File: src/rtl/ws2812_pixel_decoder_pkg.sv
// Shared types and default timing for the WS2812-style pixel decoder.
// All cycle counts assume the 50 MHz system clock.
package ws2812_pkg;

    localparam int CLK_HZ             = 50_000_000;
    localparam int DEF_SYNC_STAGES    = 2;
    localparam int DEF_T_MIN_HIGH     = 5;
    localparam int DEF_T_BIT_THRESH   = 25;
    localparam int DEF_T_MAX_HIGH     = 50;
    // 50 us of low line latches a frame
    localparam int DEF_T_RESET        = CLK_HZ / 20_000;
    localparam int DEF_BITS_PER_PIXEL = 24;
    localparam int PIX_CNT_W          = 16;

    typedef struct packed {
        logic [7:0] g;
        logic [7:0] r;
        logic [7:0] b;
    } grb_t;

    typedef enum logic [1:0] {
        ARM,
        IDLE,
        HIGH,
        LOW
    } dec_state_t;

endpackage

File: src/rtl/ws2812_pixel_decoder_if.sv
// Serial line in, decoded pixels and frame events out.
// The slave side is the decoder; the master side drives DI and consumes results.
interface ws2812_pixel_decoder_if;
    import ws2812_pkg::*;

    logic                 DI;
    grb_t                 pixel_data;
    logic                 pixel_valid;
    logic                 latch;
    logic [PIX_CNT_W-1:0] frame_pixels;
    logic                 err;
    logic                 busy;

    modport master (
        output DI,
        input  pixel_data,
        input  pixel_valid,
        input  latch,
        input  frame_pixels,
        input  err,
        input  busy
    );

    modport slave (
        input  DI,
        output pixel_data,
        output pixel_valid,
        output latch,
        output frame_pixels,
        output err,
        output busy
    );

endinterface

File: src/rtl/ws2812_pixel_decoder_input_sync.sv
// Brings the asynchronous DI pin into the clock domain and flags its edges.
// Edges compare the synchronized level against its one-cycle-old copy.
module ws2812_input_sync #(
    parameter int SYNC_STAGES = 2
) (
    input  logic clk,
    input  logic rst_n,
    input  logic di_i,
    output logic di_s_o,
    output logic rise_o,
    output logic fall_o
);

    logic [SYNC_STAGES-1:0] sync_q;
    logic                   diPrev_q;

    always_ff @(posedge clk) begin
        if (!rst_n) begin
            sync_q   <= '0;
            diPrev_q <= 1'b0;
        end else begin
            sync_q   <= {sync_q[SYNC_STAGES-2:0], di_i};
            diPrev_q <= sync_q[SYNC_STAGES-1];
        end
    end

    assign di_s_o = sync_q[SYNC_STAGES-1];
    assign rise_o = sync_q[SYNC_STAGES-1] & ~diPrev_q;
    assign fall_o = ~sync_q[SYNC_STAGES-1] & diPrev_q;

endmodule

File: src/rtl/ws2812_pixel_decoder.sv
// Decodes pulse-width-coded pixel bits into 24-bit GRB pixels and frame latches.
// Nothing is decoded until a full reset-length low gap has been seen.
module ws2812_pixel_decoder
    import ws2812_pkg::*;
#(
    parameter int SYNC_STAGES    = DEF_SYNC_STAGES,
    parameter int T_MIN_HIGH     = DEF_T_MIN_HIGH,
    parameter int T_BIT_THRESH   = DEF_T_BIT_THRESH,
    parameter int T_MAX_HIGH     = DEF_T_MAX_HIGH,
    parameter int T_RESET        = DEF_T_RESET,
    parameter int BITS_PER_PIXEL = DEF_BITS_PER_PIXEL
) (
    input  logic                   clk,
    input  logic                   rst_n,
    ws2812_pixel_decoder_if.slave  bus
);

    localparam int HW = $clog2(T_MAX_HIGH + 1);
    localparam int LW = $clog2(T_RESET + 1);
    localparam int BW = $clog2(BITS_PER_PIXEL + 1);

    localparam logic [HW-1:0] HI_MIN   = HW'(T_MIN_HIGH);
    localparam logic [HW-1:0] HI_THR   = HW'(T_BIT_THRESH);
    localparam logic [HW-1:0] HI_MAX   = HW'(T_MAX_HIGH);
    localparam logic [LW-1:0] LO_MAX   = LW'(T_RESET);
    localparam logic [BW-1:0] BIT_LAST = BW'(BITS_PER_PIXEL - 1);

    logic                      diSync;
    logic                      diRise;
    logic                      diFall;

    dec_state_t                state_q;
    logic [HW-1:0]             hiCnt_q, hiCnt_d;
    logic [LW-1:0]             loCnt_q, loCnt_d;
    logic [BW-1:0]             bitCnt_q;
    logic [PIX_CNT_W-1:0]      pixCnt_q;
    logic [PIX_CNT_W-1:0]      framePixels_q;
    logic [BITS_PER_PIXEL-1:0] shift_q, shift_d;
    grb_t                      pixelData_q;
    logic                      pixelValid_q;
    logic                      latch_q;
    logic                      err_q;

    ws2812_input_sync #(
        .SYNC_STAGES (SYNC_STAGES)
    ) u_sync (
        .clk    (clk),
        .rst_n  (rst_n),
        .di_i   (bus.DI),
        .di_s_o (diSync),
        .rise_o (diRise),
        .fall_o (diFall)
    );

    // Run-length counters saturate so a long level keeps its terminal value.
    always_comb begin
        hiCnt_d = '0;
        loCnt_d = '0;
        if (diSync) begin
            hiCnt_d = (hiCnt_q == HI_MAX) ? HI_MAX : hiCnt_q + 1'b1;
        end else begin
            loCnt_d = (loCnt_q == LO_MAX) ? LO_MAX : loCnt_q + 1'b1;
        end
        shift_d = {shift_q[BITS_PER_PIXEL-2:0], (hiCnt_q >= HI_THR)};
    end

    always_ff @(posedge clk) begin
        if (!rst_n) begin
            state_q       <= ARM;
            hiCnt_q       <= '0;
            loCnt_q       <= '0;
            bitCnt_q      <= '0;
            pixCnt_q      <= '0;
            framePixels_q <= '0;
            shift_q       <= '0;
            pixelData_q   <= '0;
            pixelValid_q  <= 1'b0;
            latch_q       <= 1'b0;
            err_q         <= 1'b0;
        end else begin
            hiCnt_q      <= hiCnt_d;
            loCnt_q      <= loCnt_d;
            pixelValid_q <= 1'b0;
            latch_q      <= 1'b0;
            err_q        <= 1'b0;

            unique case (state_q)
                ARM: begin
                    if (loCnt_q == LO_MAX) begin
                        state_q <= diRise ? HIGH : IDLE;
                    end
                end

                IDLE: begin
                    if (diRise) begin
                        state_q <= HIGH;
                    end
                end

                HIGH: begin
                    // A stuck line abandons the whole frame and waits for a clean gap.
                    if (hiCnt_q == HI_MAX) begin
                        err_q    <= 1'b1;
                        bitCnt_q <= '0;
                        pixCnt_q <= '0;
                        state_q  <= ARM;
                    end else if (diFall) begin
                        if (hiCnt_q < HI_MIN) begin
                            err_q <= 1'b1;
                        end else begin
                            shift_q <= shift_d;
                            if (bitCnt_q == BIT_LAST) begin
                                pixelData_q  <= grb_t'(shift_d);
                                pixelValid_q <= 1'b1;
                                bitCnt_q     <= '0;
                                if (pixCnt_q != '1) begin
                                    pixCnt_q <= pixCnt_q + 1'b1;
                                end
                            end else begin
                                bitCnt_q <= bitCnt_q + 1'b1;
                            end
                        end
                        state_q <= LOW;
                    end
                end

                LOW: begin
                    if (loCnt_q == LO_MAX) begin
                        latch_q       <= 1'b1;
                        framePixels_q <= pixCnt_q;
                        pixCnt_q      <= '0;
                        bitCnt_q      <= '0;
                        err_q         <= (bitCnt_q != '0);
                        state_q       <= diRise ? HIGH : IDLE;
                    end else if (diRise) begin
                        state_q <= HIGH;
                    end
                end

                default: state_q <= ARM;
            endcase
        end
    end

    assign bus.pixel_data   = pixelData_q;
    assign bus.pixel_valid  = pixelValid_q;
    assign bus.latch        = latch_q;
    assign bus.frame_pixels = framePixels_q;
    assign bus.err          = err_q;
    assign bus.busy         = ((state_q == HIGH) || (state_q == LOW)) && (bitCnt_q != '0);

endmodule

File: src/flat_wrapper.sv
// flat-port wrapper written by rule: the top's interface ports become plain ports
module ws2812_pixel_decoder_flat import ws2812_pkg::*;
#(
    parameter int SYNC_STAGES    = DEF_SYNC_STAGES,
    parameter int T_MIN_HIGH     = DEF_T_MIN_HIGH,
    parameter int T_BIT_THRESH   = DEF_T_BIT_THRESH,
    parameter int T_MAX_HIGH     = DEF_T_MAX_HIGH,
    parameter int T_RESET        = DEF_T_RESET,
    parameter int BITS_PER_PIXEL = DEF_BITS_PER_PIXEL
)
  (clk, rst_n, bus_DI, bus_pixel_data, bus_pixel_valid, bus_latch, bus_frame_pixels, bus_err, bus_busy);
  ws2812_pixel_decoder_if bus_i ();
  input  logic clk;
  input  logic rst_n;
  input wire logic [$bits(bus_i.DI)-1:0] bus_DI;
  output wire logic [$bits(bus_i.pixel_data)-1:0] bus_pixel_data;
  output wire logic [$bits(bus_i.pixel_valid)-1:0] bus_pixel_valid;
  output wire logic [$bits(bus_i.latch)-1:0] bus_latch;
  output wire logic [$bits(bus_i.frame_pixels)-1:0] bus_frame_pixels;
  output wire logic [$bits(bus_i.err)-1:0] bus_err;
  output wire logic [$bits(bus_i.busy)-1:0] bus_busy;
  assign bus_i.DI = bus_DI;
  assign bus_pixel_data = bus_i.pixel_data;
  assign bus_pixel_valid = bus_i.pixel_valid;
  assign bus_latch = bus_i.latch;
  assign bus_frame_pixels = bus_i.frame_pixels;
  assign bus_err = bus_i.err;
  assign bus_busy = bus_i.busy;
  ws2812_pixel_decoder #(.SYNC_STAGES(SYNC_STAGES), .T_MIN_HIGH(T_MIN_HIGH), .T_BIT_THRESH(T_BIT_THRESH), .T_MAX_HIGH(T_MAX_HIGH), .T_RESET(T_RESET), .BITS_PER_PIXEL(BITS_PER_PIXEL)) u_core (.clk(clk), .rst_n(rst_n), .bus(bus_i));
endmodule
File: config.mk
export PLATFORM = sky130hd
export DESIGN_NAME = ws2812_pixel_decoder_flat
export DESIGN_NICKNAME = d
export VERILOG_FILES = /design/src/rtl/ws2812_pixel_decoder_pkg.sv /design/src/rtl/ws2812_pixel_decoder_if.sv /design/src/rtl/ws2812_pixel_decoder_input_sync.sv /design/src/rtl/ws2812_pixel_decoder.sv /design/src/flat_wrapper.sv
export SDC_FILE = /design/constraint.sdc
export NUM_CORES = 1
export LEC_CHECK = 0
export BUFFER_PORTS_ARGS = -buffer_cell sky130_fd_sc_hd__buf_2
export CELL_PAD_IN_SITES_DETAIL_PLACEMENT = 2
export CELL_PAD_IN_SITES_GLOBAL_PLACEMENT = 2
export CORE_ASPECT_RATIO = 1.1
export CORE_UTILIZATION = 38
export CTS_BUF_LIST = sky130_fd_sc_hd__clkbuf_4 sky130_fd_sc_hd__clkbuf_8 sky130_fd_sc_hd__clkbuf_16
export DETAILED_ROUTE_END_ITERATION = 10
export GPL_TIMING_DRIVEN = 0
export PLACE_DENSITY_LB_ADDON = 0.1
export SYNTH_ARGS = -nofsm -noshare
export SYNTH_HDL_FRONTEND = slang
export SYNTH_SLANG_ARGS = --single-unit
File: constraint.sdc
create_clock -name clk -period 3.65 [get_ports clk]
set_clock_uncertainty 0.05 [all_clocks]
set_input_delay 0.1825 -clock clk [delete_from_list [all_inputs] [get_ports clk]]
set_output_delay 0.1825 -clock clk [all_outputs]
set_load 0.02 [all_outputs]
* After elaboration in Yosys (flattened, before gate mapping)
Cells that the tools add are included.
Cells by class: add/subtract/negate cells 4, magnitude comparators 2, equal/unequal tests 13, mux-type cells 29, bitwise logic cells 9, reduce and logical (&&, ||, !) cells 17
Operator list (number):
- 16-bit 2-to-1 mux | 6
- 16-bit one-hot mux with 2 select lines | 1
- 5-bit 2-to-1 mux | 5
- 16-bit by 1-bit adder with 16-bit output, second input constant | 1
- 16-bit inequality test, second input constant | 1
- 12-bit by 1-bit adder with 12-bit output, second input constant | 1
- 12-bit equality test, second input constant | 1
- 12-bit 2-to-1 mux | 1
- 2-bit 2-to-1 mux | 6
- 5-bit one-hot mux with 2 select lines | 1
- 3-bit by 1-bit inequality test with 1-bit output, second input constant | 3
- 2-bit one-hot mux with 4 select lines | 1
- 2-bit AND reduction | 4
- 4-bit AND reduction | 2
- 1-bit NOT | 7
- 6-bit by 1-bit adder with 6-bit output, second input constant | 1
- 6-bit equality test, second input constant | 1
- 6-bit by 5-bit >= comparator with 1-bit output, second input constant | 1
- 6-bit by 3-bit less-than comparator with 1-bit output, second input constant | 1
- 1-bit 2-to-1 mux | 6
- 6-bit 2-to-1 mux | 1
- 6-bit AND reduction | 1
- 3-bit OR reduction | 2
- 5-bit by 1-bit adder with 5-bit output, second input constant | 1
- 15 further kinds | 18
Storage, ports and cells: register bits 110, input port bits 3, logic and storage cells 91

* Depth between registers and ports, before layout
word-level depth 7, depth in mapped cells 10, depth with buffers taken out 7

* By module
A second synthesis with hierarchy kept.
Unflattened totals: cells, all modules 563, area total of the unflattened synthesis 4613.2 um^2
By module, submodules not included:
- ws2812_pixel_decoder | times used 1, cells each 555, area each 4521.8 um^2, seq. area each 2142.1 um^2
- ws2812_input_sync | times used 1, cells each 8, area each 91.3 um^2, seq. area each 60.1 um^2

* Worst setup path before layout
OpenSTA, ideal clock, no wires.
path kind register to register, from reg u_core.hiCnt_q[0], to reg u_core.shift_q[15], library setup time 0.071 ns, arrival time 1.938 ns, data required time 3.529 ns, setup slack 1.591 ns, stages on the path, launching flop included 9, buffers on the path 1, path through dfxtp_1 > inv_1 > ha_1 > and2b_1 > nor4_4 > nor4_2 > clkbuf_1 > nand2_1 > a21oi_1
Between the ends: cells in the longest elaborated chain, start to end 3, elaborated cells on any way between the ends 5, those cells by class 1 x order compare; 1 x eq/ne; 2 x bitwise; 1 x reduce/logical
Ends and longest elaborated chain:
- start, declared | RTL line ws2812_pixel_decoder.sv:33 | logic [HW-1:0] hiCnt_q, hiCnt_d;
- start signal, assigned | RTL line ws2812_pixel_decoder.sv:81 | hiCnt_q <= hiCnt_d;
- 6-bit by 3-bit less-than comparator with 1-bit output or 6-bit equality test (tied branches) | RTL line ws2812_pixel_decoder.sv:108, ws2812_pixel_decoder.sv:102
- 1-bit NOT (no source line)
- 4-bit AND reduction (no source line) (*)
- end signal, assigned | RTL line ws2812_pixel_decoder.sv:111 | shift_q <= shift_d;
- end, declared | RTL line ws2812_pixel_decoder.sv:38 | logic [BITS_PER_PIXEL-1:0] shift_q, shift_d;
Mark *: on every way between the ends. The rest lies on a longest branch, timed or not. A chain may end at the register's enable or synchronous reset.

* Worst setup path in the final report
from reg u_core.hiCnt_q[0], to reg u_core.shift_q[17]
Same word-level chain as after synthesis.

==> results_dict.tcl <==
set metrics [dict create \
    r2r_cells 8 \
    synth_ff_type "dfxtp_1" \
    initial_core_util_pct 38.94 \
    grt_pass1_wl_um 22240 \
    synth-edff-count 0 \
    fp.dieW_um 107.7 \
    setup_viol 0 \
    crit_chain "inv_1, ha_1, and2b_1, nor4_4, nor4_2, clkbuf_1, nand2_1, a21oi_1" \
    area_delta_synth_final_pct 16.22 \
    clock-sinks 110 \
    powerDensity_nw_per_um2 433.2 \
    synth_area_um2 4666 \
    drc 0 \
    grt_pass1_vias 4411 \
    ys_types 55 \
    yosysSeqAreaShare_pct 47.20 \
    post-route-util_pct 45.26 \
    worstPathBufferInverterCount 2 \
    netlist_top_cells_count "dfxtp_1, nand2_1, nor2_1, a21oi_1, mux2i_1" \
    start_kind "flip-flop" \
    fin_nets 611 \
    hold_buffers 1 \
    worstSetupPathType "flip-flop to flip-flop" \
    clkLatencyLatePin_ns 0.35 \
    synth_seq_cells 110 \
    hold_path_class "input pin to flip-flop" \
    cts_tree "done" \
    drive_gt1_share_pct 13.91 \
    synth_top_area_cell "dfxtp_1" \
    routed-wl-met3_um 208 \
    cts_buffers 9 \
    antennaDiodeCount 0 \
    antenna_left 0 \
    syn_nets 554 \
    slew_viol_final 0 \
    crit_path_max_incr_delay_ns 0.73 \
    dp_cells 741 \
    clockBufferDepth 2 \
    hold_violations 0 \
    gr-total-overflow 0 \
    grt_antenna_before_repair 0 \
    ys.warnings.count 0 \
    syn_inst 542 \
    cts_setup_buffers 0 \
    min_delay_path_depth 3 \
    dieArea_um2 12730 \
    rows 42 \
    htreeDepth 3 \
    top_layer_used "met4" \
    slew_headroom_pct 41.92 \
    core_um2 11980 \
    dp_slack_ns 0.9739 \
    fin_setup_tns_ns 0 \
    cts_root_buf "clkbuf_16" \
    gp_congestion 0.8212 \
    netlist_top_cells_area "dfxtp_1, nand2_1, mux2i_1" \
    max_cap_viol_count 0 \
    critical_path.top_delay_family "simple AND/OR/NAND/NOR gates" \
    max_freq_mhz 383.5 \
    dp.final_hpwl_um 9676 \
    wl_met1_um 6003 \
    whs_endpoint "u_core.pixCnt_q[12]$_SDFFE_PN0P_" \
    syn_avg_cell_area_um2 8.608 \
    p_leak_nw 2.002 \
    synth_top_cell_area_share_pct 47.20 \
    worstSetupEndpointType "flip-flop" \
    slowest_stage "nor4_2" \
    met2_length_um 6838 \
    reg2reg_setup_slack_ns 1.04 \
    final.setup.worst_slack_ns 1.043 \
    vias 4098 \
    drt_iter0_markers 102 \
    port_buffers 45 \
    irDropWorstVdd_v 0.0002401 \
    dieHeight_um 118.2 \
    cp_data_arrival_time_ns 2.84 \
    vias_per_cell 5.406 \
    synthArstFlopShare_pct 0 \
    instances_no_fill 758 \
    crit_fanout 10 \
    rsz0062_at_grt "no" \
    r2r_start "u_core.hiCnt_q[0]$_SDFF_PP0_" \
    dr.pass1.iters 4 \
    gr-usage-all-layers_pct 22.55 \
    synth_most_common_cell "dfxtp_1" \
    wl_per_cell_um 17.55 \
    period_needed_ns 2.607 \
    ctsResizeCount 0 \
    worst_pin_slew_ns 0.8711 \
    status "finished clean" \
    pin_count 47 \
    wl_um 13310 \
    worstHoldStart "rst_n" \
    grt_start_max_net_pins 19 \
    crit_required_ns 3.88 \
    post-route-period-util_pct 71.43 \
    worstReg2RegEnd "u_core.shift_q[17]$_SDFFE_PN0P_" \
    clkTransAtPathRegs_ns 0.07 \
    hold-worst-slack_ns 0.3195 \
]
[cell type report]
type,count,area (um^2)
clock buffers,11,240.2
multi-input cells,388,2270
flip-flops and latches,110,2202
plain buffers,32,148.9
repair buffers,46,235.2
clock inverters,5,88.84
well taps,154,192.7
inverters,12,45.04
fillers,1332,6559
[cell families (layout without fill, tap and decap cells)]
logic type	count (synthesis)	in the layout	synth area share, %
AOI/OAI and AO/OA	90	90	12.50
DFF	110	110	47.20
xor gates and xnor gates	12	12	2.253
adders and majority gates	9	9	2.414
buffers and inverters	44	106	4.156
muxes	26	26	5.578
and+or+nand+nor	251	251	25.91
[metrics by stage]
step | area (um^2) | total power, mW
finish | 5423 | 2.349
global route | 5423 | 2.434
CTS | 5423 | 2.376
detailed placement | 5084 | 1.280
global placement | 5084 | 1.277
floorplan | 4666 | 1.263
[where the power goes]
group	internal [mW]	leakage, nW	switching, mW
Sequential	1.20	0.887	0.00368
Clock	0.628	0.163	0.471
Combinational	0.0109	0.952	0.0333
[cells in the final DEF, fill, tap and decap left out, types with 3 or more instances in the layout]
cell       count
clkbuf_1      18
nor3_1        10
o21ai_0        7
xnor2_1        4
a21oi_1       47
nor4_4         3
xor2_1         8
nand4_1       12
and3_1         5
o311ai_0       4
nand2_1      107
buf_2         56
nand3_1       22
mux2i_1       26
inv_1         11
nor2_1        57
ha_1           9
nor4_1         5
and2_1         7
or3_1          3
o2111ai_1      4
o211ai_1       9
clkbuf_16      9
dfxtp_1      110
nand2b_1       3
[worst max-delay path by stage]
stage,startpoint,end,slack (ns),depth (start not counted)
finish,u_core.hiCnt_q[0]$_SDFF_PP0_,u_core.shift_q[17]$_SDFFE_PN0P_,1.04,8
global route,u_core.hiCnt_q[0]$_SDFF_PP0_,u_core.shift_q[17]$_SDFFE_PN0P_,0.78,8
CTS,u_core.hiCnt_q[0]$_SDFF_PP0_,u_core.shift_q[15]$_SDFFE_PN0P_,0.97,8
detailed placement,u_core.hiCnt_q[0]$_SDFF_PP0_,u_core.shift_q[15]$_SDFFE_PN0P_,0.97,8
global placement,u_core.hiCnt_q[0]$_SDFF_PP0_,u_core.shift_q[18]$_SDFFE_PN0P_,1.12,8
floorplan,u_core.hiCnt_q[0]$_SDFF_PP0_,u_core.shift_q[15]$_SDFFE_PN0P_,1.59,8
[state kept, by name, summed over array words and instances, names as in the netlist]
signal / count
u_core.bus.pixel_data: 24
u_core.shift_q: 23
u_core.bus.frame_pixels: 16
u_core.pixCnt_q: 16
u_core.loCnt_q: 12
u_core.hiCnt_q: 6
u_core.bitCnt_q: 5
u_core.state_q: 2
u_core.u_sync.sync_q: 2
u_core.bus.err: 1
u_core.bus.latch: 1
u_core.bus.pixel_valid: 1
u_core.u_sync.diPrev_q: 1
[per-layer routing]
layer	up-vias	GRT usage, %
met4	0	9.589
met5	-	0
met2	42	39.50
li1	2000	-
met1	2041	27.30
met3	15	2.978
[worst register-to-register path, delay by kind of cell (launching register included)]
family | cells | cell delay, ns
fa+ha+maj | 1 | 0.22
compound gates | 1 | 0.14
buf+inv | 2 | 0.54
flops | 1 | 0.41
simple gates | 4 | 1.17
(Power assumes the default switching activity.)
